$ cat config.mk
export PLATFORM = sky130hd
export DESIGN_NAME = serial_rx_ctrl
export DESIGN_NICKNAME = d
export VERILOG_FILES = /design/src/rtl/serial_rx_ctrl.sv
export SDC_FILE = /design/constraint.sdc
export NUM_CORES = 1
export LEC_CHECK = 0
export BUFFER_PORTS_ARGS = -buffer_cell sky130_fd_sc_hd__buf_2
export CORE_MARGIN = 8
export CORE_UTILIZATION = 31
export CTS_BUF_LIST = sky130_fd_sc_hd__clkbuf_4 sky130_fd_sc_hd__clkbuf_8
export DETAILED_ROUTE_END_ITERATION = 12
export PLACE_DENSITY = 0.49
export SYNTH_ARGS = -nofsm -noshare
export SYNTH_HDL_FRONTEND = slang
export SYNTH_SLANG_ARGS = --single-unit
$ cat constraint.sdc
create_clock -name clk -period 2.4 [get_ports clk]
set_input_delay 0.12 -clock clk [delete_from_list [all_inputs] [get_ports clk]]
set_output_delay 0.12 -clock clk [all_outputs]
set_load 0.02 [all_outputs]
$ cat src/rtl/serial_rx_ctrl.sv
// -----------------------------------------------------------------------------
// serial_rx_ctrl
//
// Receive-side sequencer for a UART-style serial link. Detects the falling
// edge of a start bit, confirms it at mid-bit, then times each data bit and
// emits a one-cycle shift_enable pulse to an external serial-to-parallel
// shift register (NUM_BITS wide, shifting toward MSB). At the stop bit the
// register contents are captured into a holding buffer with ready, overrun
// and framing status.
//
// Optional feature (macro RX_PARITY_EN): inserts a PARITY state between DATA
// and STOP. The parity bit is even, and a mismatch raises parity_error when
// the word is loaded. Without the macro, parity_error is tied low.
//
// Parameters:
//   NUM_BITS      data bits per frame, equal to the shift register width (2..16)
//   CLKS_PER_BIT  clock cycles per bit period (>= 4)
//
// Ports:
//   clk            system clock, rising edge
//   n_rst          synchronous active-low reset
//   serial_in      synchronized serial line, idle high
//   sr_data        parallel output of the external shift register
//   data_read      one-cycle pulse: bus has consumed rx_data
//   shift_enable   one-cycle pulse to the shift register's shift enable
//   rx_data        last good received word
//   data_ready     rx_data holds unread data
//   overrun_error  a word was overwritten before it was read
//   framing_error  the last frame had a stop bit of 0
//   parity_error   parity mismatch on the last loaded word
//   busy           high in every state except IDLE
//
// Handshake: data_ready is a level that stays high until a data_read pulse
// arrives while it is set. A stop-bit load in the same cycle as data_read
// takes priority, so the freshly loaded word stays marked as unread.
// -----------------------------------------------------------------------------
module serial_rx_ctrl #(
    parameter int NUM_BITS     = 8,
    parameter int CLKS_PER_BIT = 10
) (
    input  logic                clk,
    input  logic                n_rst,
    input  logic                serial_in,
    input  logic [NUM_BITS-1:0] sr_data,
    input  logic                data_read,
    output logic                shift_enable,
    output logic [NUM_BITS-1:0] rx_data,
    output logic                data_ready,
    output logic                overrun_error,
    output logic                framing_error,
    output logic                parity_error,
    output logic                busy
);

    localparam int HALF = CLKS_PER_BIT / 2;
    localparam int TW   = $clog2(CLKS_PER_BIT);
    localparam int CW   = $clog2(NUM_BITS + 1);

    localparam logic [TW-1:0] HALF_M1  = TW'(HALF - 1);
    localparam logic [TW-1:0] BIT_M1   = TW'(CLKS_PER_BIT - 1);
    localparam logic [CW-1:0] LAST_BIT = CW'(NUM_BITS - 1);

`ifdef RX_PARITY_EN
    typedef enum logic [2:0] {
        IDLE      = 3'd0,
        START_CHK = 3'd1,
        DATA      = 3'd2,
        PARITY    = 3'd3,
        STOP      = 3'd4
    } state_t;
`else
    typedef enum logic [2:0] {
        IDLE      = 3'd0,
        START_CHK = 3'd1,
        DATA      = 3'd2,
        STOP      = 3'd4
    } state_t;
`endif

    state_t        state, next_state;
    logic [TW-1:0] timer, timer_nxt;
    logic [CW-1:0] bit_cnt, bit_cnt_nxt;
    logic          prev_in;
    logic          start_edge;
    logic          shift_pulse;
    logic          stop_sample;
    logic          good_stop;
    logic          rx_busy;

    assign start_edge = prev_in & ~serial_in;

    // ------------------------------------------------------------------
    // Next-state and timing control
    // ------------------------------------------------------------------
`ifdef RX_PARITY_EN
    logic par_sample;
`endif

    always_comb begin
        next_state  = state;
        timer_nxt   = timer;
        bit_cnt_nxt = bit_cnt;
        shift_pulse = 1'b0;
        stop_sample = 1'b0;
`ifdef RX_PARITY_EN
        par_sample  = 1'b0;
`endif
        case (state)
            IDLE: begin
                if (start_edge) begin
                    next_state = START_CHK;
                    timer_nxt  = '0;
                end
            end
            START_CHK: begin
                // Mid-bit check filters short low glitches on the line.
                if (timer == HALF_M1) begin
                    timer_nxt = '0;
                    if (!serial_in) begin
                        next_state  = DATA;
                        bit_cnt_nxt = '0;
                    end else begin
                        next_state = IDLE;
                    end
                end else begin
                    timer_nxt = timer + TW'(1);
                end
            end
            DATA: begin
                if (timer == BIT_M1) begin
                    shift_pulse = 1'b1;
                    timer_nxt   = '0;
                    bit_cnt_nxt = bit_cnt + CW'(1);
                    if (bit_cnt == LAST_BIT) begin
`ifdef RX_PARITY_EN
                        next_state = PARITY;
`else
                        next_state = STOP;
`endif
                    end
                end else begin
                    timer_nxt = timer + TW'(1);
                end
            end
`ifdef RX_PARITY_EN
            PARITY: begin
                if (timer == BIT_M1) begin
                    par_sample = 1'b1;
                    timer_nxt  = '0;
                    next_state = STOP;
                end else begin
                    timer_nxt = timer + TW'(1);
                end
            end
`endif
            STOP: begin
                if (timer == BIT_M1) begin
                    stop_sample = 1'b1;
                    timer_nxt   = '0;
                    next_state  = IDLE;
                end else begin
                    timer_nxt = timer + TW'(1);
                end
            end
            default: begin
                next_state = IDLE;
                timer_nxt  = '0;
            end
        endcase
    end

    // Gated by n_rst so a frame abandoned by reset never shifts again,
    // even in the cycle the reset is being applied.
    assign shift_enable = shift_pulse & n_rst;
    assign good_stop    = stop_sample & serial_in;

    // ------------------------------------------------------------------
    // State register
    // ------------------------------------------------------------------
    always_ff @(posedge clk) begin
        if (!n_rst) begin
            state   <= IDLE;
            timer   <= '0;
            bit_cnt <= '0;
            prev_in <= 1'b1;
            rx_busy <= 1'b0;
        end else begin
            state   <= next_state;
            timer   <= timer_nxt;
            bit_cnt <= bit_cnt_nxt;
            prev_in <= serial_in;
            rx_busy <= (next_state != IDLE);
        end
    end

    assign busy = rx_busy;

    // ------------------------------------------------------------------
    // Holding buffer and status
    // ------------------------------------------------------------------
`ifdef RX_PARITY_EN
    logic parity_bit;
    logic parity_err_q;
`endif

    always_ff @(posedge clk) begin
        if (!n_rst) begin
            rx_data       <= '1;
            data_ready    <= 1'b0;
            overrun_error <= 1'b0;
            framing_error <= 1'b0;
`ifdef RX_PARITY_EN
            parity_bit    <= 1'b0;
            parity_err_q  <= 1'b0;
`endif
        end else begin
            if (state == IDLE && start_edge) begin
                framing_error <= 1'b0;
`ifdef RX_PARITY_EN
                parity_err_q  <= 1'b0;
`endif
            end
`ifdef RX_PARITY_EN
            if (par_sample) begin
                parity_bit <= serial_in;
            end
`endif
            if (good_stop) begin
                // Load wins over a simultaneous read; overrun only when an
                // unread word is replaced without being consumed.
                rx_data       <= sr_data;
                data_ready    <= 1'b1;
                overrun_error <= data_ready & ~data_read;
`ifdef RX_PARITY_EN
                parity_err_q  <= (^sr_data) ^ parity_bit;
`endif
            end else begin
                if (stop_sample) begin
                    framing_error <= 1'b1;
                end
                if (data_read && data_ready) begin
                    data_ready    <= 1'b0;
                    overrun_error <= 1'b0;
                end
            end
        end
    end

`ifdef RX_PARITY_EN
    assign parity_error = parity_err_q;
`else
    assign parity_error = 1'b0;
`endif

endmodule
==> summary.md, run 1 <==
| Metric | Value |
|---|---|
| Pwr per Cell Area | `approximately 540 nW/µm²` |
| YS warnings | `0` |
| Reg power frac | `56.5%` |
| Clock root buffer | `clkbuf_8` |
| Share of layout cells above drive strength 1 | `23.6%` |
| Reg2reg start | `state[1]$_SDFF_PN0_` |
| Reg2Reg Capture Point | `bit_cnt[0]$_SDFFE_PN0P_` |
| Final cycle utilization of the critical path | `about three quarters` |
| Crit path capture type | `output pin` |
| Cts repair resizes | `0` |
| Ant. Diodes | `0` |
| CTS Buf Count | `3` |
| Post-synth EDFFs | `0` |
| Slew @ Worst Pin | `0.713 ns` |
| Max-cap viol count | `0` |
| Post-synthesis sequential area ratio | `41.5%` |
| Predominant post-synthesis flop cell | `dfxtp_1` |
| Clock latency on the worst-skew pair | `0.26 ns` |
| Die Footprint | `between 5000 and 6000 µm²` |
| CP arrival | `1.69 ns` |
| Status | `finished clean` |
| Fmax achieved | `around 0.55 GHz` |
| Seq cells post-synth | `24` |
| Gr ovfl total | `0` |
| Fin util | `roughly 37%` |
| Worst r2r path cells | `4` |
| Vias in the first global route | `just under 900` |
| Vias post-DR | `928` |
| Endpoints failing setup | `0` |
| Crit Path Max Fanout | `8` |
| Max-slew violations | `0` |
| Cell row count | `22` |
| WL/cell | `about 13 µm` |
| Setup CP Type | `register to output pin` |
| First-pass GRT wire length | `4090 µm` |
| Clk sinks | `24` |
| Worst-path clk slew | `approximately 0.080 ns` |
| Syn Std Cell Area | `~1200 µm²` |
| Initial core utilization | `about a third` |
| Hold Path Class | `input port to register` |
| Postcts setup bufs | `0` |
| WP data required | `around 2.3 ns` |
| Sw Pwr | `between 150 and 200 µW` |
| WHS Path Cells | `3` |
| R2r setup slk | `between 0.7 and 0.8 ns` |
| Net Count, Synth | `approximately 140` |
| P_leak | `0.000613 µW` |
| HP Start | `sr_data[2]` |
| DP Wirelength | `~1900 µm` |
| Max IR drop VDD | `262 µV` |
| Initial DRT Pass Iterations | `4` |
| CTS tree | `yes` |
| Final hold vios | `0` |
| Clock tree buffer depth | `2` |
| Hold endpoint | `rx_data[2]$_SDFFE_PN1P_` |
| Placer congestion estimate | `between 0.7 and 0.8` |
| Io pins | `26` |
| Average vias per placed instance | `4.83` |
| Remaining DRCs | `0` |
| RSZ-0062 raised after global routing | `false` |
| CP Launch Type | `register` |
| Die height | `between 70 and 80 µm` |
| Async S/R FF share, synth | `0%` |
| Fillcell total | `slightly below 400` |
| Core area | `about 3600 µm²` |
| Synth-to-Final Area Change | `17.2%` |
| # nets final | `around 160` |
| H-Tree Depth | `1` |
| Largest net degree at the start of global routing | `26` |
| Post-Layout Cell Count | `192` |
| Clock Skew | `between 0.002 and 0.0025 ns` |
| DP Cell Count | `approximately 190` |
| Die Wd | `roughly 77 µm` |
| Total Routed Length | `~2500 µm` |
| Comb pwr share | `about 6.0%` |
| Cells after Synth | `121` |
| Synth unique cells | `43` |
| Total global routing track utilization | `about 8.3%` |
| DR iter-0 viols | `67` |
| Clock share of power | `a little under two fifths` |
| Min cycle time layout | `approximately 1.8 ns` |
| I/O Buffers | `24` |
| DRT antenna net count | `0` |
| Cell Int Power | `approximately 570 µW` |
| Initial antenna violation count | `0` |
| Setup TNS | `0 ns` |
| Syn_area_per_cell | `between 9 and 10 µm²` |
| Sw frac | `21.8%` |
| Slew margin rel. | `around 52%` |
| Hold buffers post-CTS | `0` |
==> power groups by stage <==
stage                     Sequential [µW]  Clock (µW)  Combinational [µW]
after global routing                  413         305                49.3
after global placement                420           0                43.5
after CTS                             411         285                43.5
after detailed placement              421           0                43.4
final                                 411         274                43.3
after floorplan                       419           0                30.6
==> how the worst max path moves through the flow <==
stage                               start                          to  depth (start not counted)
floorplan           timer[1]$_SDFFE_PN0P_  overrun_error$_SDFFE_PN0P_                          8
global placement      state[1]$_SDFF_PN0_     bit_cnt[0]$_SDFFE_PN0P_                          4
detailed placement  timer[1]$_SDFFE_PN0P_     rx_data[0]$_SDFFE_PN1P_                          7
CTS                   state[1]$_SDFF_PN0_                shift_enable                          3
global route          state[1]$_SDFF_PN0_                shift_enable                          3
finish                state[1]$_SDFF_PN0_                shift_enable                          3
==> cell usage after synthesis, types with 2 or more instances <==
master | instances | share of area, %
a21boi_0 | 8 | 5.2
and3_1 | 4 | 2.2
and3b_1 | 2 | 1.5
dfxtp_1 | 24 | 42
ha_1 | 4 | 4.3
inv_1 | 3 | 0.97
mux2i_1 | 8 | 6.9
nand2_1 | 16 | 5.2
nand2b_1 | 2 | 1.1
nand3_1 | 6 | 2.6
nand3b_1 | 4 | 2.6
nor2_1 | 4 | 1.3
nor2b_1 | 2 | 1.1
o21a_1 | 2 | 1.3
o21ai_0 | 2 | 0.86
o22ai_1 | 2 | 1.1
o41ai_1 | 2 | 1.5
==> cell families (layout without fill, tap and decap cells) <==
group	after synthesis	in the layout	synth area share, %
AO/OA/AOI/OAI	21	21	13.7
XOR/XNOR	2	2	1.51
adder cells (fa/ha/maj)	4	4	4.32
buffers and inverters	9	32	4.76
flip-flops	24	24	41.5
multiplexers	9	9	8.22
other	1	1	0.324
AND/OR/NAND/NOR	51	51	25.6
==> cell usage in the layout (no fill, tap or decap), types with 2 or more instances in the layout <==
cell type   n
dfxtp_1    24
buf_2      24
nand2_1    16
a21boi_0    8
mux2i_1     8
nand3_1     6
nor2_1      4
nand3b_1    4
and3_1      4
ha_1        4
clkbuf_8    4
inv_1       3
and3b_1     2
nor2b_1     2
o22ai_1     2
o21ai_0     2
nand2b_1    2
o41ai_1     2
o21a_1      2
==> critical path, cell delays in order (launching register included) <==
cell     delay (ns)
dfxtp_1        0.51
nor3b_1        0.50
and3_2         0.25
buf_2          0.16
==> stage by stage <==
step | power (µW) | area [µm²] | hold WS [ns] | setup slack, ns
2_1_floorplan | 449 | 1160 | 0.245 | 0.733
3_3_place_gp | 464 | 1300 | 0.334 | 0.797
3_5_place_dp | 464 | 1300 | 0.339 | 0.771
4_1_cts | 740 | 1360 | 0.0578 | 0.594
5_1_grt | 767 | 1360 | 0.0562 | 0.457
6_report | 728 | 1360 | 0.0650 | 0.593
==> sequential cells by signal, summed over array words and instances, names as in the netlist <==
signal	flops
overrun_error	1
state	3
framing_error	1
prev_in	1
bit_cnt	4
rx_data	8
busy	1
data_ready	1
timer	4
==> final cells by class <==
cell class              instances  area, µm²  share of cell area [%]
clock buffers                   4       55.1                    4.06
repair buffers                 25        128                    9.41
multi-input cells              88        622                    45.8
flip-flops and latches         24        480                    35.4
inverters                       3       11.3                   0.830
well taps                      48       60.1                    4.43
==> routing by layer <==
layer	GRT usage (%)	vias up	wire, µm
met2	13.8	13	1160
met1	9.78	443	1160
met5	0	-	0
met4	1.70	0	10
met3	3.50	2	125
li1	-	470	-
Power figures use the tool's default switching activity.
==> inputs of run 2 (changes only) <==
Settings changed: ABC_AREA set to 1, PLACE_DENSITY 0.49 to 0.5.
Clock period 2.4 ns to 1.51 ns, I/O delays scaled along.
==> run 2 against run 1 <==
Net effect: non-clock buffer count grew 6; die area grew 1.7%; combinational power grew 130%; clock power grew 57%; flip-flop and latch count is the same; worst hold slack lost 0.061 ns; setup slack lost 0.51 ns; clock-buffer cell count is the same; sequential share of layout area shrank 2.8 points; clock skew grew 0.0067 ns; register-to-register slack lost 0.63 ns; critical path depth grew 5; critical path type unchanged; highest routed layer unchanged.
==> summary.md, run 2 <==
| Metric | Value |
|---|---|
| Total global routing track utilization | `9.22% (+0.90 points)` |
| Simple-gate share of the synthesized area | `39.2% (+14 points)` |
| Worst hold slack | `0.00376 ns (-0.0613 ns)` |
| Placer congestion estimate | `0.813 (+2.5%)` |
| Vias post-DR | `1085 (+17%)` |
| Synth area leader | `dfxtp_1` |
| Compound-gate portion of the synthesized area | `7.20% (-6.5 points)` |
| Top layer in use | `met4` |
| Clock root buffer | `clkbuf_8` |
| Async S/R FF share, synth | `0% (unchanged)` |
| Die height | `77.8 µm (+0.86%)` |
| Min cycle time layout | `1.42 ns` |
| Largest net degree at the start of global routing | `14 (-46%)` |
| Predominant post-synthesis flop cell | `dfxtp_1` |
| WP data required | `1.43 ns (-0.85 ns)` |
| Most frequent cell after synthesis | `nand2_1` |
| H-Tree Depth | `1 (unchanged)` |
| Synth unique cells | `25 (-42%)` |
| Die Wd | `77.8 µm (+0.86%)` |
| Cells after Synth | `158 (+31%)` |
| Clock latency on the worst-skew pair | `0.26 ns (about the same)` |
| Average vias per placed instance | `4.56 (-5.7%)` |
| Fin util | `40.8% (+3.4 points)` |
| M1 WL | `1230 µm (+6.2%)` |
| Endpoints failing setup | `0 (unchanged)` |
| Status | `finished clean` |
| Fmax achieved | `between 0.7 and 0.8 GHz` |
| Crit path capture type | `output pin` |
| Synth Area in XOR/XNOR | `0.741% (-0.77 points)` |
| Clk sinks | `24 (unchanged)` |
| Mux contribution to synthesized area | `0% (-8.2 points)` |
| Post-DP Area | `1360 µm² (+4.6%)` |
| Adder-cell share of the synthesized area | `4.23% (-0.092 points)` |
| Most common cell after layout, fill and taps aside | `nand2_1` |
| CP arrival | `1.35 ns (-0.34 ns)` |
| Clock tree buffer depth | `2 (unchanged)` |
| RSZ-0062 raised after global routing | `true` |
| Commonest non-fill, non-tap cells in the layout | `nand2_1, nand3_1, buf_2, dfxtp_1, inv_1` |
| Setup TNS | `0 ns (unchanged)` |
| Pwr per Cell Area | `792 nW/µm² (+47%)` |
| Met3 WL post-DR | `179 µm (+43%)` |
| Initial core utilization | `32.3% (+0.44 points)` |
| Net Count, Synth | `174 (+27%)` |
| Commonest cells post-synth | `nand2_1, dfxtp_1, nand3_1` |
| Remaining DRCs | `0 (unchanged)` |
| Io pins | `26 (unchanged)` |
| Cell row count | `22 (unchanged)` |
| Syn_area_per_cell | `7.48 µm² (-22%)` |
| Max IR drop VDD | `464 µV (+77%)` |
| Area contributors post-synth | `dfxtp_1, nand2_1, nand3_1, inv_1, ha_1` |
| YS warnings | `0 (unchanged)` |
| Gr ovfl total | `0 (unchanged)` |
| First-pass GRT wire length | `4660 µm (+14%)` |
| Top reg by flops | `rx_data` |
| Worst-path clk slew | `0.09 ns (about the same)` |
| Hold Path Class | `input port to register` |
| Clock Skew | `0.00880 ns (+0.00668 ns)` |
| Setup CP Type | `register to output pin` |
| Routed met2 length | `1230 µm (+5.9%)` |
| Post-synth EDFFs | `0 (unchanged)` |
| DR iter-0 viols | `43 (-36%)` |
| CTS Buf Count | `3 (unchanged)` |
| Die Footprint | `6050 µm² (+1.7%)` |
| Max-cap viol count | `0 (unchanged)` |
| CTS tree | `yes` |
| Worst slack, placed | `0.0594 ns (-0.712 ns)` |
| Total Routed Length | `2670 µm (+8.4%)` |
| Crit Path Max Fanout | `5 (-3)` |
| Vias in the first global route | `1095 (+25%)` |
| Largest register FFs | `8 (unchanged)` |
| WL/cell | `11.2 µm (-13%)` |
| Main combinational cell family by area after synthesis | `simple AND/OR/NAND/NOR gates` |
| Synth-to-Final Area Change | `26.2%` |
| Max-slew violations | `0 (unchanged)` |
| Seq cells post-synth | `24 (unchanged)` |
| Fin worst setup slack | `0.0871 ns (-0.506 ns)` |
| Core area | `3660 µm² (+0.76%)` |
| DRT antenna net count | `0 (unchanged)` |
| P_leak | `0.000755 µW (+23%)` |
| # nets final | `207 (+29%)` |
| Fin area | `1490 µm² (+10%)` |
| CP Launch Type | `register` |
| Initial DRT Pass Iterations | `4 (unchanged)` |
| Post-synthesis sequential area ratio | `40.6% (-0.88 points)` |
| Ant. Diodes | `0 (unchanged)` |
| Syn Std Cell Area | `1180 µm² (+2.2%)` |
| Final hold vios | `0 (unchanged)` |
| Initial antenna violation count | `0 (unchanged)` |
| I/O Buffers | `24 (unchanged)` |
| DP Wirelength | `2060 µm (+10%)` |
| Biggest regs | `rx_data (8), bit_cnt (4), timer (4)` |
| Share of the synthesized area in the top cell type | `40.6% (-0.88 points)` |
| Share of layout cells above drive strength 1 | `27.4% (+3.8 points)` |
| Final cycle utilization of the critical path | `94.2%` |
==> run 2: critical path, stage by stage (launching register included) <==
cell and delay [ns]:
dfxtp_2 0.33, inv_2 0.07, ha_4 0.13, nand2_2 0.06, nor2_4 0.10, buf_6 0.12
nand2_4 0.08, nor2_4 0.09, buf_6 0.12
==> run 2: final timing paths <==
kind                                start                 endpoint  slack [ns]  cells past startpoint
setup / recovery    timer[1]$_SDFFE_PN0P_             shift_enable        0.09                      8
hold / removal                 sr_data[0]  rx_data[0]$_SDFFE_PN1P_       0.004                      3
setup reg to reg    timer[1]$_SDFFE_PN0P_  bit_cnt[0]$_SDFFE_PN0P_        0.13                      9
hold reg to reg   rx_data[5]$_SDFFE_PN1P_  rx_data[5]$_SDFFE_PN1P_        0.48                      2
==> run 2: cell families (layout without fill, tap and decap cells) <==
family	count (synthesis)	count (layout)
adder cells (fa/ha/maj)	4	4
AO/OA/AOI/OAI	14	14
flip-flops	24	24
buffers and inverters	23	55
AND/OR/NAND/NOR	91	91
XOR/XNOR	1	1
other	1	1
==> run 2: cell type report <==
type / instances / area, µm²
multi-input combinational: 111 / 631
fill: 378 / 2170
inverter: 20 / 75.1
clock buffer: 4 / 55.1
timing repair buffer: 31 / 185
tap: 48 / 60.1
sequential: 24 / 487
==> run 2: per-layer routing <==
layer / vias to the layer above / global-route usage, %
li1: 580 / -
met1: 473 / 10.8
met2: 30 / 14.9
met3: 2 / 3.11
met4: 0 / 4.15
met5: - / 0
==> run 2: timing repair <==
| action | 4_1_cts | 5_1_grt |
|---|---|---|
| cloned | 0 | 0 |
| endpoints found under the setup margin | 1 | 10 |
| resized for setup | 8 | 5 |
| hold buffers | 1 | 0 |
| pin swaps | 1 | 1 |
| setup buffers | 3 | 1 |
| endpoints found under the hold margin | 1 | 0 |
==> run 2: power by group <==
group          internal (µW)  switching [µW]
Combinational           37.5            63.8
Sequential               643            8.55
Clock                    232             196
==> run 2: through the flow <==
stage	instances	total power, µW
final	238	1180
after global routing	238	1230
after CTS	237	1200
after detailed placement	229	758
after global placement	229	756
after floorplan	158	726
